==> src/rtl/cam_frame_capture.sv <==
// cam_frame_capture: pairs OV7670 RGB565 camera bytes into 16-bit pixels and
// emits linear frame-buffer write strobes for one vsync-delimited frame.
// Optional feature: define CAM_CAPTURE_CONTINUOUS_EN to re-arm after every frame.
module cam_frame_capture #(
    parameter int H_ACTIVE = 640,
    parameter int V_ACTIVE = 480,
    parameter int ADDR_W   = 19
) (
    input  logic              clk,
    input  logic              rst,
    input  logic              capture_req,
    input  logic              vsync,
    input  logic              href,
    input  logic [7:0]        p_data,
    output logic              busy,
    output logic              wr_en,
    output logic [ADDR_W-1:0] wr_addr,
    output logic [15:0]       wr_data,
    output logic              frame_done,
    output logic              err
);
    localparam int CW = $clog2(H_ACTIVE + 1);
    localparam int RW = $clog2(V_ACTIVE + 1);
    localparam logic [CW-1:0]     H_C = CW'(H_ACTIVE);
    localparam logic [RW-1:0]     V_C = RW'(V_ACTIVE);
    localparam logic [ADDR_W-1:0] H_A = ADDR_W'(H_ACTIVE);

    typedef enum logic [1:0] {IDLE, ARM, ACTIVE, DONE} state_t;
    state_t state_q, state_d;

    logic              vs_q, hr_q, vs2_q, hr2_q;
    logic [7:0]        d_q, hi_q, hi_d;
    logic              phase_q, phase_d;
    logic [CW-1:0]     col_q, col_d;
    logic [RW-1:0]     row_q, row_d;
    logic [ADDR_W-1:0] addr_q, addr_d, base_q, base_d;
    logic              wr_en_q, wr_en_d, err_q, err_d;
    logic [ADDR_W-1:0] wr_addr_q, wr_addr_d;
    logic [15:0]       wr_data_q, wr_data_d;

    // Edge detectors compare the registered pins against a second stage.
    logic vs_fall, vs_rise, hr_fall, line_end, phase_n;
    logic [CW-1:0]     col_n;
    logic [RW-1:0]     row_n;
    logic [ADDR_W-1:0] base_n;

    assign vs_fall = vs2_q & ~vs_q;
    assign vs_rise = vs_q & ~vs2_q;
    assign hr_fall = hr2_q & ~hr_q;

    // Camera pins are registered once, then once more for edge detection.
    always_ff @(posedge clk or posedge rst) begin
        if (rst) begin
            vs_q  <= 1'b0;
            hr_q  <= 1'b0;
            d_q   <= 8'h00;
            vs2_q <= 1'b0;
            hr2_q <= 1'b0;
        end else begin
            vs_q  <= vsync;
            hr_q  <= href;
            d_q   <= p_data;
            vs2_q <= vs_q;
            hr2_q <= hr_q;
        end
    end

    // Capture sequencing: wait for a full frame start, capture, then report.
    always_comb begin
        state_d = state_q;
        case (state_q)
            IDLE:    if (capture_req) state_d = ARM;
            ARM:     if (vs_fall) state_d = ACTIVE;
            ACTIVE:  if (vs_rise) state_d = DONE;
            DONE: begin
`ifdef CAM_CAPTURE_CONTINUOUS_EN
                state_d = ARM;
`else
                state_d = IDLE;
`endif
            end
            default: state_d = IDLE;
        endcase
    end

    // Byte pairing, running address counters and geometry error detection.
    always_comb begin
        hi_d      = hi_q;
        phase_d   = phase_q;
        col_d     = col_q;
        row_d     = row_q;
        addr_d    = addr_q;
        base_d    = base_q;
        wr_en_d   = 1'b0;
        wr_addr_d = wr_addr_q;
        wr_data_d = wr_data_q;
        err_d     = err_q;
        col_n     = col_q;
        row_n     = row_q;
        base_n    = base_q;
        phase_n   = phase_q;
        line_end  = 1'b0;
        if (state_q == IDLE && capture_req) begin
            err_d = 1'b0;
        end
        if (state_q == ARM && vs_fall) begin
            phase_d = 1'b0;
            col_d   = '0;
            row_d   = '0;
            addr_d  = '0;
            base_d  = '0;
`ifdef CAM_CAPTURE_CONTINUOUS_EN
            err_d   = 1'b0;
`endif
        end
        if (state_q == ACTIVE) begin
            if (hr_q) begin
                phase_n = ~phase_q;
                if (!phase_q) begin
                    hi_d = d_q;
                end else begin
                    wr_data_d = {hi_q, d_q};
                    if (col_q < H_C) begin
                        // Pixels beyond the last row still advance col, but are never written.
                        if (row_q < V_C) begin
                            wr_en_d   = 1'b1;
                            wr_addr_d = addr_q;
                        end
                        col_n  = col_q + CW'(1);
                        addr_d = addr_q + ADDR_W'(1);
                    end else begin
                        err_d = 1'b1;
                    end
                end
            end
            phase_d  = phase_n;
            col_d    = col_n;
            // A vsync rise while href is still high terminates the line in progress.
            line_end = hr_fall | (vs_rise & hr_q);
            if (line_end) begin
                if (col_n != H_C || phase_n) err_d = 1'b1;
                if (row_q < V_C) begin
                    row_n  = row_q + RW'(1);
                    base_n = base_q + H_A;
                end
                row_d   = row_n;
                base_d  = base_n;
                addr_d  = base_n;
                col_d   = '0;
                phase_d = 1'b0;
            end
            if (vs_rise && row_n != V_C) err_d = 1'b1;
        end
    end

    // State, counters and registered outputs.
    always_ff @(posedge clk or posedge rst) begin
        if (rst) begin
            state_q   <= IDLE;
            hi_q      <= 8'h00;
            phase_q   <= 1'b0;
            col_q     <= '0;
            row_q     <= '0;
            addr_q    <= '0;
            base_q    <= '0;
            wr_en_q   <= 1'b0;
            wr_addr_q <= '0;
            wr_data_q <= 16'h0000;
            err_q     <= 1'b0;
        end else begin
            state_q   <= state_d;
            hi_q      <= hi_d;
            phase_q   <= phase_d;
            col_q     <= col_d;
            row_q     <= row_d;
            addr_q    <= addr_d;
            base_q    <= base_d;
            wr_en_q   <= wr_en_d;
            wr_addr_q <= wr_addr_d;
            wr_data_q <= wr_data_d;
            err_q     <= err_d;
        end
    end

    assign busy       = (state_q != IDLE);
    assign frame_done = (state_q == DONE);
    assign wr_en      = wr_en_q;
    assign wr_addr    = wr_addr_q;
    assign wr_data    = wr_data_q;
    assign err        = err_q;
endmodule

==> config.mk <==
export PLATFORM = sky130hd
export DESIGN_NAME = cam_frame_capture
export DESIGN_NICKNAME = d
export VERILOG_FILES = /design/src/rtl/cam_frame_capture.sv
export SDC_FILE = /design/constraint.sdc
export NUM_CORES = 1
export LEC_CHECK = 0
export CORE_AREA = 2 2 125 127
export DETAILED_ROUTE_END_ITERATION = 6
export DIE_AREA = 0 0 127 129
export MAX_ROUTING_LAYER = met4
export PLACE_DENSITY_LB_ADDON = 0.2
export SYNTH_ARGS = -nofsm -noshare
export SYNTH_HDL_FRONTEND = slang
export SYNTH_SLANG_ARGS = --single-unit
export TNS_END_PERCENT = 100
==> constraint.sdc <==
create_clock -name clk -period 4.5 [get_ports clk]
set_clock_uncertainty 0.2 [all_clocks]
set_input_delay 0.9 -clock clk [delete_from_list [all_inputs] [get_ports clk]]
set_output_delay 0.9 -clock clk [all_outputs]
set_load 0.02 [all_outputs]
Word-level counts from Yosys, hierarchy flattened
Index checks and enable logic that the tools add are counted.
Storage, ports and cells
  flip-flop bits (word level): 117
  input bits: 13
  output and inout bits: 39
  logic and storage cells: 95
Operators by class
  $add $sub $neg: 4
  magnitude comparators: 2
  eq/ne operators: 8
  mux-type cells: 45
  bitwise gates (word level): 9
  reduce and logical (&&, ||, !) cells: 11
Operator list (count)
  2-to-1 mux 19 bit: 10
  2-to-1 mux 10 bit: 7
  2-to-1 mux 9 bit: 6
  adder 19 x 1 -> 19 bit, second input constant: 1
  adder 19 x 10 -> 19 bit, second input constant: 1
  2-to-1 mux 1 bit: 18
  adder 10 x 1 -> 10 bit, second input constant: 1
  less-than comparator 10 bit, second input constant: 1
  != test 10 bit, second input constant: 1
  adder 9 x 1 -> 9 bit, second input constant: 1
  less-than comparator 9 bit, second input constant: 1
  != test 9 bit, second input constant: 1
  AND reduction 3 bit: 3
  case mux 2 bit (4 select lines): 1
  2-to-1 mux 2 bit: 3
  != test 2 bit, second input constant: 3
  AND reduction 5 bit: 1
  bitwise AND 1 bit: 4
  == test 2 bit, second input constant: 2
  NOT 1 bit: 4
  nonzero test 2 bit: 2
  logical AND 1 bit: 3
  == test 2 x 1 -> 1 bit, second input constant: 1
  logical NOT 2 bit: 1
  other kinds (2): 2

Logic depth before layout (Yosys ltp)
  depth after elaboration: 11
  mapped depth: 9
  gate-level depth less buffers: 7

Least setup slack after synthesis
Ideal clock, no wire load.
  path kind: reg2reg
  from: reg col_q[7]
  to: reg err_q, in the netlist err
  library setup time: 0.145 ns
  arrival time: 1.970 ns
  required time: 4.155 ns
  path slack: 2.185 ns
  cell stages (with the launch flop): 7
  buffers on the path: 1
  period minus slack after synthesis: 2.315 ns
  path through: dfrtp_1 -> buf_6 -> o21a_4 -> nor4b_1 -> mux2_2 -> a2111oi_0 -> o211ai_1
Between the ends
  longest elaborated chain between the ends: 11
  elaborated cells between the ends (all ways): 15
  those cells by class: add/sub: 1; order compare: 1; eq/ne: 1; mux: 11; reduce/logical: 1
Ends and longest elaborated chain
  start, declared: line 34  | logic [CW-1:0] col_q, col_d;
  start signal, assigned: line 174  | col_q <= col_d;
  adder 10 x 1 -> 10 bit or less-than comparator 10 bit (tied branches): line 129, 123
  2-to-1 mux 10 bit: line 123  | if (col_q < H_C) begin
  2-to-1 mux 10 bit: line 119  | if (!phase_q) begin
  2-to-1 mux 10 bit: line 117  | if (hr_q) begin
  2-to-1 mux 10 bit: line 116  | if (state_q == ACTIVE) begin
  != test 10 bit: line 141  | if (col_n != H_C || phase_n) err_d = 1'b1;
  logical OR 1 bit: line 141
  2-to-1 mux 1 bit: line 141
  2-to-1 mux 1 bit (*): line 140  | if (line_end) begin
  2-to-1 mux 1 bit (*): line 152  | if (vs_rise && row_n != V_C) err_d = 1'b1;
  2-to-1 mux 1 bit (*): line 116
  via err_d: line 37  | logic wr_en_q, wr_en_d, err_q, err_d;
  end signal, assigned: line 181  | err_q <= err_d;
  end, declared: line 37
Mark *: on every way through the listed nets, which the timed path passes. The rest lies on a longest branch. The select of a mux whose other input is x is not followed.
A chain may end at the register's enable or synchronous reset.

Final worst setup path
  from: reg state_q[0]
  to: reg row_q[0]
Between the ends
  longest elaborated chain between the ends: 5
  elaborated cells between the ends (all ways): 6
  those cells by class: eq/ne: 2; mux: 3; reduce/logical: 1
Ends and longest elaborated chain
  start, declared: line 29  | state_t state_q, state_d;
  start signal, assigned: line 171  | state_q <= state_d;
  == test 2 x 1 -> 1 bit: line 106  | if (state_q == ARM && vs_fall) begin
  logical AND 1 bit: line 106
  2-to-1 mux 9 bit: line 106
  2-to-1 mux 9 bit: line 140
  2-to-1 mux 9 bit (*): line 116
  via row_d[0]: line 35  | logic [RW-1:0] row_q, row_d;
  end signal, assigned: line 175  | row_q <= row_d;
  end, declared: line 35
Mark *: on every way through the listed nets, which the timed path passes. The rest lies on a longest branch.

==> impl_results.md <==
- Status: finished, final reports clean
- # IOs: 52
- Final ANT Viol Nets: 0
- WL per Instance: 17.3 microns
- DRC: 0
- GRT Overall Usage: 18.7%
- Final Setup Violations: 0
- # rows: 45
- P per Cell Area: 576 mW/mm^2
- CTS tree: done
- Fmax: 0.328 GHz
- Primary FF master, synth: dfrtp_1
- Kind of end point of the critical path: register
- Post-CTS setup repair buffer count: 0
- Final HPWL DP: 9.32 mm
- Synth Cell Area: 0.00586 sq mm
- Die W: 127 microns
- Placed insts: 772
- Largest area contributor in the netlist: dfrtp_1
- RSZ-0062 raised after global routing: false
- Reg2Reg Launch Point: state_q[0]
- Commonest non-fill, non-tap cell in the layout: dfrtp_1
- Endpoints failing hold: 0
- Number of diodes: 0
- Initial antenna violation count: 0
- Slew margin rel.: 20.4%
- Critical path start-end classification: register to register
- Overflow after GRT: 0
- CTS root buf: clkbuf_16
- Critical Path Max Stage Delay: 690 ps
- Setup ws final: 1450 ps
- Setup_tns: 0 ps
- Resized Gates After CTS: 0
- Worst skew pair latency: 430 ps
- Hold-fix buffers, CTS: 0
- Tcrit/Tclk final: 67.8%
- Crit path launch type: register
- Layout cells sized above 1: 15.4%
- Largest cells by area after synthesis: dfrtp_1 (50%), mux2_2 (8.5%), o21ai_0 (3.9%)
- Worst-path maximum fanout: 18
- Share of the synthesized area in the top cell type: 49.9%
- Largest net degree at the start of global routing: 76
- Post-synth ARST share: 100%
- Cts bufs inserted: 17
- Cells after synthesis: 555
- First-pass GRT wire length: 23.2 mm
- Leak: 0.00305 uW
- Max clock buf depth: 2
- Critical Path, Cell by Cell: inv_1, ha_1, inv_2, a21oi_2, nor2_1, buf_4, a21o_1, mux2_2
- Pre-CTS setup slack: 1490 ps
- CP Launch Point: state_q[0]
- Area after DPL: 0.00651 sq mm
- Slowest CP cell: a21oi_2
- Die area: 0.0164 sq mm
- Arr. time, crit path: 3160 ps
- First drt pass iteration count: 5
- Area growth, synth to finish: 22.1%
- RePlAce Congestion: 0.876
- Commonest non-fill, non-tap cells in the layout: dfrtp_1 (117), clkdlybuf4s50_1 (51), nand2_1 (47), o21ai_0 (46), mux2_2 (44)
- Seq cells post-synth: 117
- Number of synthesized flops with an enable pin: 0
- HP Start: vs_q
- Post-Syn Nets: 578
- Buffers on Ports: 51
- Number of max-cap violations: 0
- Mean Syn Cell Area: 10.6 sq um
- Least-Margin Pin Slew: 1190 ps
- Maximum vdd drop: 317 uV
- Nets@finish: 626
- Vias: 4555
- Critical Path RT: 4610 ps
- Via density: 5.67
- Post-route cell area: 0.00716 sq mm
- Total power: 4120 uW
- Yosys cell types: 69
- H-tree levels: 4
- Slew Limit Fails: 0
- Post-route insts no fill: 804
- Drt total wl: 13.9 mm
- Final min period: 3050 ps
- TritonCTS Sinks: 117
- Die Ht: 129 microns
- Sequential fraction of the synthesis area: 49.9%
- Initial Util: 39.1%
- Clock transition at path regs: 60 ps
- Number of global-route vias before repair: 4428
- Warnings, synthesis: 0
- Core area: 0.0150 sq mm
- Iter 0 DRT Violations: 426
- Hold WC Path Type: register to register
==> worst max-delay path: cells and delay by family (launching register included) <==
kind            cells  cell delay (ps)
simple gates        1               80
mux                 1              260
fa+ha+maj           1              520
flops               1              410
compound gates      2              870
buf+inv             3              580
==> final timing paths <==
check                                   to  slack [ps]  cells past startpoint
worst max-delay path              row_q[0]        1450                      8
max in group asynchronous       wr_addr[3]        2510                      3
worst max register to register    row_q[0]        1450                      8
worst min register to register       vs2_q         280                      0
min in group asynchronous        base_q[7]         830                      2
worst min-delay path                 vs2_q         280                      0
==> sequential cells by signal, indices dropped and copies added (netlist names), 2 cells and up <==
signal   flops
d_q          8
wr_addr     19
hi_q         8
addr_q      19
row_q        9
col_q       10
wr_data     16
base_q      19
state_q      2
==> layout make-up <==
type                    instances  area [sq um]
clock inverters                15           218
fillers                      1358          7820
multi-input cells             396          2740
inverters                      16          62.6
repair buffers                 55           553
well taps                     188           235
clock buffers                  17           425
flip-flops and latches        117          2930
==> metrics by stage <==
stage / hold slack, ps / utilization [%]
finish: 276 / 47.8
global route: 295 / 47.8
CTS: 275 / 47.8
detailed placement: 261 / 43.5
global placement: 255 / 43.5
floorplan: 175 / -
==> synth_stat cells, drive strengths merged, types with 4 or more instances <==
master,number
nor2,31
nand3,16
inv,16
a21o,5
xor2,5
o21ai,49
nor4b,4
xnor2,11
nor4,9
and4,4
buf,13
ha,10
a211oi,7
a31oi,5
and2,10
mux2,45
nand2,47
dfrtp,117
nand4,12
a21oi,26
a22o,8
clkbuf,13
nor3,16
or3,4
nand2b,4
o31ai,7
and3,8
==> where the power goes <==
group          switching (uW)  total [uW]  leakage [uW]  internal [uW]
registers                 197        1470       0.00154           1270
logic                     652        1170       0.00120            521
clock network             541        1480      0.000312            942
total                    1390        4120       0.00305           2730
==> per-layer routing <==
metal  vias up  routed length [microns]  GRT usage [%]
met4         0                      165           6.59
met3        15                      738           5.45
met1      2247                     6770           25.5
met2       140                     6230           26.6
li1       2153                        -              -
met5         -                        0              -
==> logic make-up after synthesis <==
kind of cell	after synthesis	share of synthesized area (%)
and+or+nand+nor	180	17.0
AOI/OAI and AO/OA	143	16.1
DFF	117	49.9
muxes	47	8.99
buffers and inverters	42	3.39
xor gates and xnor gates	16	2.39
adders and majority gates	10	2.13
Power figures use the tool's default switching activity.
